**config.mk**
```make
export PLATFORM = sky130hd
export DESIGN_NAME = ripple_sub_serial_flat
export DESIGN_NICKNAME = d
export VERILOG_FILES = /design/src/rtl/ripple_sub_serial_if.sv /design/src/rtl/ripple_sub_serial.sv /design/src/flat_wrapper.sv
export SDC_FILE = /design/constraint.sdc
export NUM_CORES = 1
export LEC_CHECK = 0
export ABC_AREA = 1
export BUFFER_PORTS_ARGS = -buffer_cell sky130_fd_sc_hd__clkbuf_2
export CORE_MARGIN = 4
export CORE_UTILIZATION = 35
export CTS_BUF_LIST = sky130_fd_sc_hd__clkbuf_4 sky130_fd_sc_hd__clkbuf_8 sky130_fd_sc_hd__clkbuf_16
export CTS_CLUSTER_DIAMETER = 200
export DETAILED_ROUTE_END_ITERATION = 6
export GPL_TIMING_DRIVEN = 1
export PLACE_DENSITY = 0.62
export SYNTH_ARGS = -nofsm -noshare
export SYNTH_HDL_FRONTEND = slang
export SYNTH_SLANG_ARGS = --single-unit
```
**constraint.sdc**
```tcl
create_clock -name clk -period 2.61 [get_ports clk]
set_input_delay 0.261 -clock clk [delete_from_list [all_inputs] [get_ports clk]]
set_output_delay 0.261 -clock clk [all_outputs]
set_load 0.02 [all_outputs]
```
**src/rtl/ripple_sub_serial_if.sv**
```systemverilog
// Request/response bundle for the bit-serial ripple subtractor.
interface ripple_sub_serial_if #(
  parameter int WIDTH = 5
);
  logic             in_valid;
  logic             in_ready;
  logic [WIDTH-1:0] y;
  logic             cout;
  logic [WIDTH-1:0] b;
  logic             cin;
  logic             out_valid;
  logic             out_ready;
  logic [WIDTH-1:0] a;
  logic             err;

  modport master (
    output in_valid, y, cout, b, cin, out_ready,
    input  in_ready, out_valid, a, err
  );

  modport slave (
    input  in_valid, y, cout, b, cin, out_ready,
    output in_ready, out_valid, a, err
  );
endinterface

```
**src/rtl/ripple_sub_serial.sv**
```systemverilog
// Bit-serial inverse of the ripple adder: a = {cout,y} - b - cin, index WIDTH-1 is LSB.
// Define RIPPLE_SUB_BACK2BACK_EN to accept a new request in the DONE handoff cycle.
module ripple_sub_serial #(
  parameter int WIDTH = 5
) (
  input  logic                 clk,
  input  logic                 rst,
  ripple_sub_serial_if.slave   bus,
  output logic                 busy
);
  localparam int CW = (WIDTH > 1) ? $clog2(WIDTH) : 1;
  localparam logic [CW-1:0] LAST = CW'(WIDTH - 1);

  typedef enum logic [1:0] {
    IDLE,
    RUN,
    DONE
  } state_e;

  state_e           state_q, state_d;
  logic [WIDTH-1:0] y_q, y_d;
  logic [WIDTH-1:0] b_q, b_d;
  logic [WIDTH-1:0] a_q, a_d;
  logic             cout_q, cout_d;
  logic             borrow_q, borrow_d;
  logic             err_q, err_d;
  logic [CW-1:0]    cnt_q, cnt_d;
  logic [CW-1:0]    idx;
  logic             yi, bi, bo;
  logic             in_ready;
  logic             accept;

  always_ff @(posedge clk) begin
    if (rst) begin
      state_q  <= IDLE;
      y_q      <= '0;
      b_q      <= '0;
      a_q      <= '0;
      cout_q   <= 1'b0;
      borrow_q <= 1'b0;
      err_q    <= 1'b0;
      cnt_q    <= '0;
    end else begin
      state_q  <= state_d;
      y_q      <= y_d;
      b_q      <= b_d;
      a_q      <= a_d;
      cout_q   <= cout_d;
      borrow_q <= borrow_d;
      err_q    <= err_d;
      cnt_q    <= cnt_d;
    end
  end

  always_comb begin
    idx      = LAST - cnt_q;
    yi       = y_q[idx];
    bi       = b_q[idx];
    bo       = (~yi & bi) | (~(yi ^ bi) & borrow_q);
`ifdef RIPPLE_SUB_BACK2BACK_EN
    in_ready = (state_q == IDLE) ||
               ((state_q == DONE) && bus.out_ready);
`else
    in_ready = (state_q == IDLE);
`endif
    accept   = bus.in_valid && in_ready;

    state_d  = state_q;
    y_d      = y_q;
    b_d      = b_q;
    a_d      = a_q;
    cout_d   = cout_q;
    borrow_d = borrow_q;
    err_d    = err_q;
    cnt_d    = cnt_q;

    unique case (state_q)
      RUN: begin
        a_d[idx] = yi ^ bi ^ borrow_q;
        borrow_d = bo;
        if (cnt_q == LAST) begin
          state_d = DONE;
          err_d   = cout_q ^ bo;
        end else begin
          cnt_d = cnt_q + 1'b1;
        end
      end
      DONE: begin
        if (bus.out_ready) state_d = IDLE;
      end
      default: ;
    endcase

    // accept can only fire in DONE when back-to-back handoff is built in
    if (accept) begin
      state_d  = RUN;
      y_d      = bus.y;
      b_d      = bus.b;
      cout_d   = bus.cout;
      borrow_d = bus.cin;
      cnt_d    = '0;
    end
  end

  assign bus.in_ready  = in_ready;
  assign bus.out_valid = (state_q == DONE);
  assign bus.a         = a_q;
  assign bus.err       = err_q;
  assign busy          = (state_q != IDLE);
endmodule

```
**src/flat_wrapper.sv**
```systemverilog
// flat-port wrapper written by rule: the top's interface ports become plain ports
module ripple_sub_serial_flat 
#(
  parameter int WIDTH = 5
)
  (clk, rst, busy, bus_in_valid, bus_y, bus_cout, bus_b, bus_cin, bus_out_ready, bus_in_ready, bus_out_valid, bus_a, bus_err);
  ripple_sub_serial_if #(.WIDTH(WIDTH)) bus_i ();
  input  logic clk;
  input  logic rst;
  output logic busy;
  input wire logic [$bits(bus_i.in_valid)-1:0] bus_in_valid;
  input wire logic [$bits(bus_i.y)-1:0] bus_y;
  input wire logic [$bits(bus_i.cout)-1:0] bus_cout;
  input wire logic [$bits(bus_i.b)-1:0] bus_b;
  input wire logic [$bits(bus_i.cin)-1:0] bus_cin;
  input wire logic [$bits(bus_i.out_ready)-1:0] bus_out_ready;
  output wire logic [$bits(bus_i.in_ready)-1:0] bus_in_ready;
  output wire logic [$bits(bus_i.out_valid)-1:0] bus_out_valid;
  output wire logic [$bits(bus_i.a)-1:0] bus_a;
  output wire logic [$bits(bus_i.err)-1:0] bus_err;
  assign bus_i.in_valid = bus_in_valid;
  assign bus_i.y = bus_y;
  assign bus_i.cout = bus_cout;
  assign bus_i.b = bus_b;
  assign bus_i.cin = bus_cin;
  assign bus_i.out_ready = bus_out_ready;
  assign bus_in_ready = bus_i.in_ready;
  assign bus_out_valid = bus_i.out_valid;
  assign bus_a = bus_i.a;
  assign bus_err = bus_i.err;
  ripple_sub_serial #(.WIDTH(WIDTH)) u_core (.clk(clk), .rst(rst), .bus(bus_i), .busy(busy));
endmodule
```
== Word level (Yosys, flattened, before mapping) ==
Cells that the tools add are included.
W data, S select, Z words.
Storage, ports and cells
  input port bits: 16
  output and inout bits: 9
  word-level logic and storage cells: 54
  register bits: 23
Cells by class
  reduce and logical (&&, ||, !) cells: 12
  equality and inequality tests: 7
  $lt $le $gt $ge: 2
  $add $sub $neg: 2
  bitwise logic cells: 9
  multiplexer cells: 13
Operator list (count)
  $bmux W1 S3: 2
  $mux W1: 6
  $reduce_and A3 Y1: 2
  $reduce_bool A2 Y1: 3
  $bwmux W5: 1
  $lt A3 B4 Y1 const B: 1
  $mux W2: 2
  $pmux W2 S2: 1
  $reduce_and A2 Y1: 2
  $add A3 B1 Y3 const B: 1
  $demux W1 S3: 1
  $eq A3 B3 Y1 const B: 1
  $ge A3 B1 Y1 const B: 1
  $ne A3 B1 Y1 const B: 1
  $ne A3 B2 Y1 const B: 1
  $not A1 Y1: 3
  $reduce_bool A3 Y1: 1
  $sub A3 B3 Y3 const A: 1
  $xor A1 B1 Y1: 3
  $and A1 B1 Y1: 2
  $eq A2 B1 Y1 const B: 1
  $eq A2 B2 Y1 const B: 1
  $logic_and A1 B1 Y1: 2
  $logic_not A2 Y1: 1
  other kinds (4): 4

== Depth between registers and ports, before layout ==
  word-level depth: 9
  mapped depth: 16
  mapped depth without buffers: 15

== Worst setup path before layout ==
No wires, ideal clock.
  path type: reg-to-reg
  start: reg u_core.cnt_q[0]
  end: reg u_core.a_q[0] (netlist: u_core.bus.a[0])
  cell stages (with the launch flop): 17
  slack: 0.105 ns
  data required time: 2.497 ns
  arrival: 2.392 ns
  library setup time: 0.113 ns
  cell sequence: dfxtp_1 buf_2 inv_1 ha_1 ha_1 inv_1 nand2_1 nor2_1 nand2_1 nand2_1 inv_1 nand2_1 fa_1 inv_1 nand4_1 nand2_1 nor2_1
On the way
  longest elaborated chain between the ends: 6
  elaborated cells between the ends (all ways): 13
  classes of those cells: add/sub: 1; order compare: 2; mux: 7; bitwise: 2; reduce/logical: 1
Ends and longest elaborated chain
  start: declaration: RTL line ripple_sub_serial.sv:27  | logic [CW-1:0] cnt_q, cnt_d;
  start signal: assignment: RTL line ripple_sub_serial.sv:51  | cnt_q <= cnt_d;
  $sub A3 B3 Y3 (*): RTL line ripple_sub_serial.sv:56  | idx = LAST - cnt_q;
  $lt A3 B4 Y1 (implied by the code), or another cell as far along: RTL line ripple_sub_serial.sv:79  | a_d[idx] = yi ^ bi ^ borrow_q;
  $logic_and A1 B1 Y1 (implied by the code), or another cell as far along: RTL line ripple_sub_serial.sv:79
  $mux W1 (implied by the code) or $xor A1 B1 Y1 (tied branches): RTL line ripple_sub_serial.sv:79
  $demux W1 S3 or $xor A1 B1 Y1 (tied branches)
  $bwmux W5 (*): RTL line ripple_sub_serial.sv:79
  end signal: assignment: RTL line ripple_sub_serial.sv:38  | a_q <= '0;
  end signal: assignment: RTL line ripple_sub_serial.sv:47  | a_q <= a_d;
  end: declaration: RTL line ripple_sub_serial.sv:23  | logic [WIDTH-1:0] a_q, a_d;
Every way passes the cells marked *; elsewhere a longest branch is shown, timed or not. The select of a mux whose other input is x is not followed.
A chain may end at the register's enable or synchronous reset.

== Worst setup path after layout ==
Same ends and word-level chain as after synthesis.

==> impl_metrics.csv <==
group,metric,value,unit
sta,fmax,417.4,MHz
worst_hold_path,min_path_type,"in2reg",
detailed_routing,avgRoutedWirePerCell,9.805,um
detailed_routing,vias_per_cell,4.411,
clock_network,cts_max_path_buffers,2,
clock_network,cts_htree_levels,1,
sta,setup_ws,0.2142,ns
sta,skew,0.007922,ns
detailed_routing,num_vias,1041,
critical_path,cp.required,2.84,ns
floorplan,start_util,37.38,%
floorplan,fp.dieArea,4299,sq um
critical_path,crit_slowest_cell,"fa_1",
power,powerDensity,520.6,nW/um^2
clock_network,clock-sinks,23,
sta,finalSetupViolations,0,
finish,multi_input_area,610.6,sq um
global_route,antenna_found_initial,0,
power,power.total,0.7074,mW
sta,rsz0062_at_grt,"no",
floorplan,rows,20,
synth,synthesis.nets,186,
status,outcome,"finished clean",
detailed_routing,drc,0,
sta,max_slew.worst_pin.slew,0.5744,ns
global_route,overflow,0,
synth,avgSynthCellArea,6.987,sq um
synth,yosysWarningCount,0,
sta,hold_violations,0,
synth,synth.area.top_cells,"dfxtp_1 (40%), nor2_1 (14%), nand2_1 (10%), inv_1 (4.5%), nand3_1 (4.3%)",
finish,seqCellArea,460.4,sq um
critical_path,start_kind,"flip-flop",
sta,whs,0.1185,ns
finish,final_cell_mix,"nor2_1 (43), nand2_1 (31), clkbuf_2 (24), dfxtp_1 (23), inv_1 (13)",
sta,tns,0,ns
detailed_routing,wirelength,2314,um
clock_network,postCtsResizedCells,0,
detailed_routing,ant_nets,0,
clock_network,numCtsBuffers,3,
job,cap_violations,0,
clock_network,clk_pin_slew_worst_paths,0.12,ns
synth,synthCells,166,
clock_network,cts_hold_buf,0,
synth,synthDistinctLibCells,23,
synth,yosysTopAreaCell,"dfxtp_1",
critical_path,cp-end-kind,"flip-flop",
critical_path,crit_chain,"inv_1, ha_1, ha_1, inv_1, nand2_1, nor2_2, nand2_1, nand2_1, inv_1, nand2_1, fa_1, inv_2, nand4_1, nand2_1, nor2_1",
critical_path,crit_family,"adder cells",
finish,nets,213,
finish,synthToLayoutAreaGrowth,17.15,%
detailed_routing,drtIter0Drc,36,
critical_path,slowest_delay,0.43,ns
floorplan,die_h,65.57,um
synth,synthesis.area,1160,sq um
finish,n_antenna_cell,0,
global_route,grt_usage,12.25,%
placed_design,gp_congestion,0.8085,
critical_path,cp_common_cell,"nand2_1",
synth,yosysSeqAreaShare,39.70,%
finish,drive_gt1_share,23.44,%
critical_path,crit_arrival,2.62,ns
worst_hold_path,hp-start,"rst",
sta,slew_violations,0,
power,p_leak,0.6249,nW
critical_path,r2r-start,"u_core.cnt_q[0]",
floorplan,die_x,65.57,um
placed_design,dpl.hpwl,1806,um
sta,period_needed,2.396,ns
finish,n_fill_cell,357,
placed_design,pre_cts_ws,0.1786,ns
critical_path,cp_max_fo,5,
clock_network,cts_tree,"done",
synth,ys_ff_latch,23,
critical_path,path_class,"reg2reg",
global_route,grt_first_pass_wirelength,4071,um
synth,synth_top_area_share,39.70,%
power,irDropWorstVdd,0.2876,mV
critical_path,critPathBufInv,4,
clock_network,clk_latency,0.31,ns
global_route,grt_max_degree,21,
critical_path,startpoint,"u_core.cnt_q[0]",
detailed_routing,firstDrtPassIters,4,
sta,slew-limit-headroom,61.67,%
clock_network,post_cts_buffers,0,
clock_network,cts-root-buf,"clkbuf_4",
placed_design,io_buffers,24,
global_route,grt_pass1_vias,898,
floorplan,io-pin-count,25,
sta,timing.final.crit_share,91.79,%
floorplan,core,3103,sq um
finish,final_common_cell,"nor2_1",
## cell families after synthesis
kind of cell,share of synthesized area [%]
buffers and inverters,8.306
adder cells (fa/ha/maj),4.963
XOR/XNOR,0.7553
flip-flops,39.70
AO/OA/AOI/OAI,9.169
AND/OR/NAND/NOR,37.11
## flip-flops by register name, summed over array words and instances (netlist names)
signal and flops:
u_core.y_q 5, u_core.cnt_q 3, u_core.bus.err 1, u_core.b_q 5, u_core.state_q 2, u_core.bus.a 5, u_core.borrow_q 1, u_core.cout_q 1
## layout make-up
cell class | count | area share (%)
clock buffers | 4 | 2.210
inverters | 16 | 4.420
multi-input cells | 122 | 44.94
flip-flops and latches | 23 | 33.89
well taps | 44 | 4.052
repair buffers | 27 | 10.50
## worst register-to-register path, stage by stage, from the launching register on
cell,delay [ns]
dfxtp_1,0.36
inv_1,0.06
ha_1,0.22
ha_1,0.34
inv_1,0.12
nand2_1,0.07
nor2_2,0.17
nand2_1,0.07
nand2_1,0.06
inv_1,0.03
nand2_1,0.07
fa_1,0.43
inv_2,0.11
nand4_1,0.09
nand2_1,0.08
nor2_1,0.05
## power by group
part,switching [mW],internal (mW),leakage (nW)
Combinational,0.0936,0.0543,0.418
Sequential,0.0129,0.373,0.189
Clock,0.104,0.0701,0.0184
Total,0.210,0.497,0.625
## path summary, 6_finish.rpt
path	cells past startpoint	slack (ns)	endpoint
worst max-delay path	15	0.21	u_core.bus.a[0]
worst min-delay path	2	0.12	u_core.state_q[0]
worst max register to register	15	0.21	u_core.bus.a[0]
worst min register to register	2	0.49	u_core.borrow_q
## cells in the mapped netlist, drive strengths merged
master and instances:
nor3 1, xnor2 1, nand2 34, nand3 11, nand4 5, nor2 47, a21oi 5, dfxtp 23
o21ai 14, buf 4, ha 3, inv 16, clkbuf 1, fa 1
## through the flow
stage,area [sq um],std cells,utilization [%]
after detailed placement,1321,232,42.58
after floorplan,1160,166,-
after CTS,1351,236,43.55
after global placement,1321,232,42.58
final,1359,236,43.79
after global routing,1359,236,43.79
## routing by layer
layer  track usage, %  vias to the layer above  wire, um
met5                0                        -         0
met4            3.109                        0        23
met3            4.103                        4       108
met2            18.84                       16      1046
met1            16.41                      441      1137
li1                 -                      580         -
No activity file was read; power rests on OpenSTA's default activity.
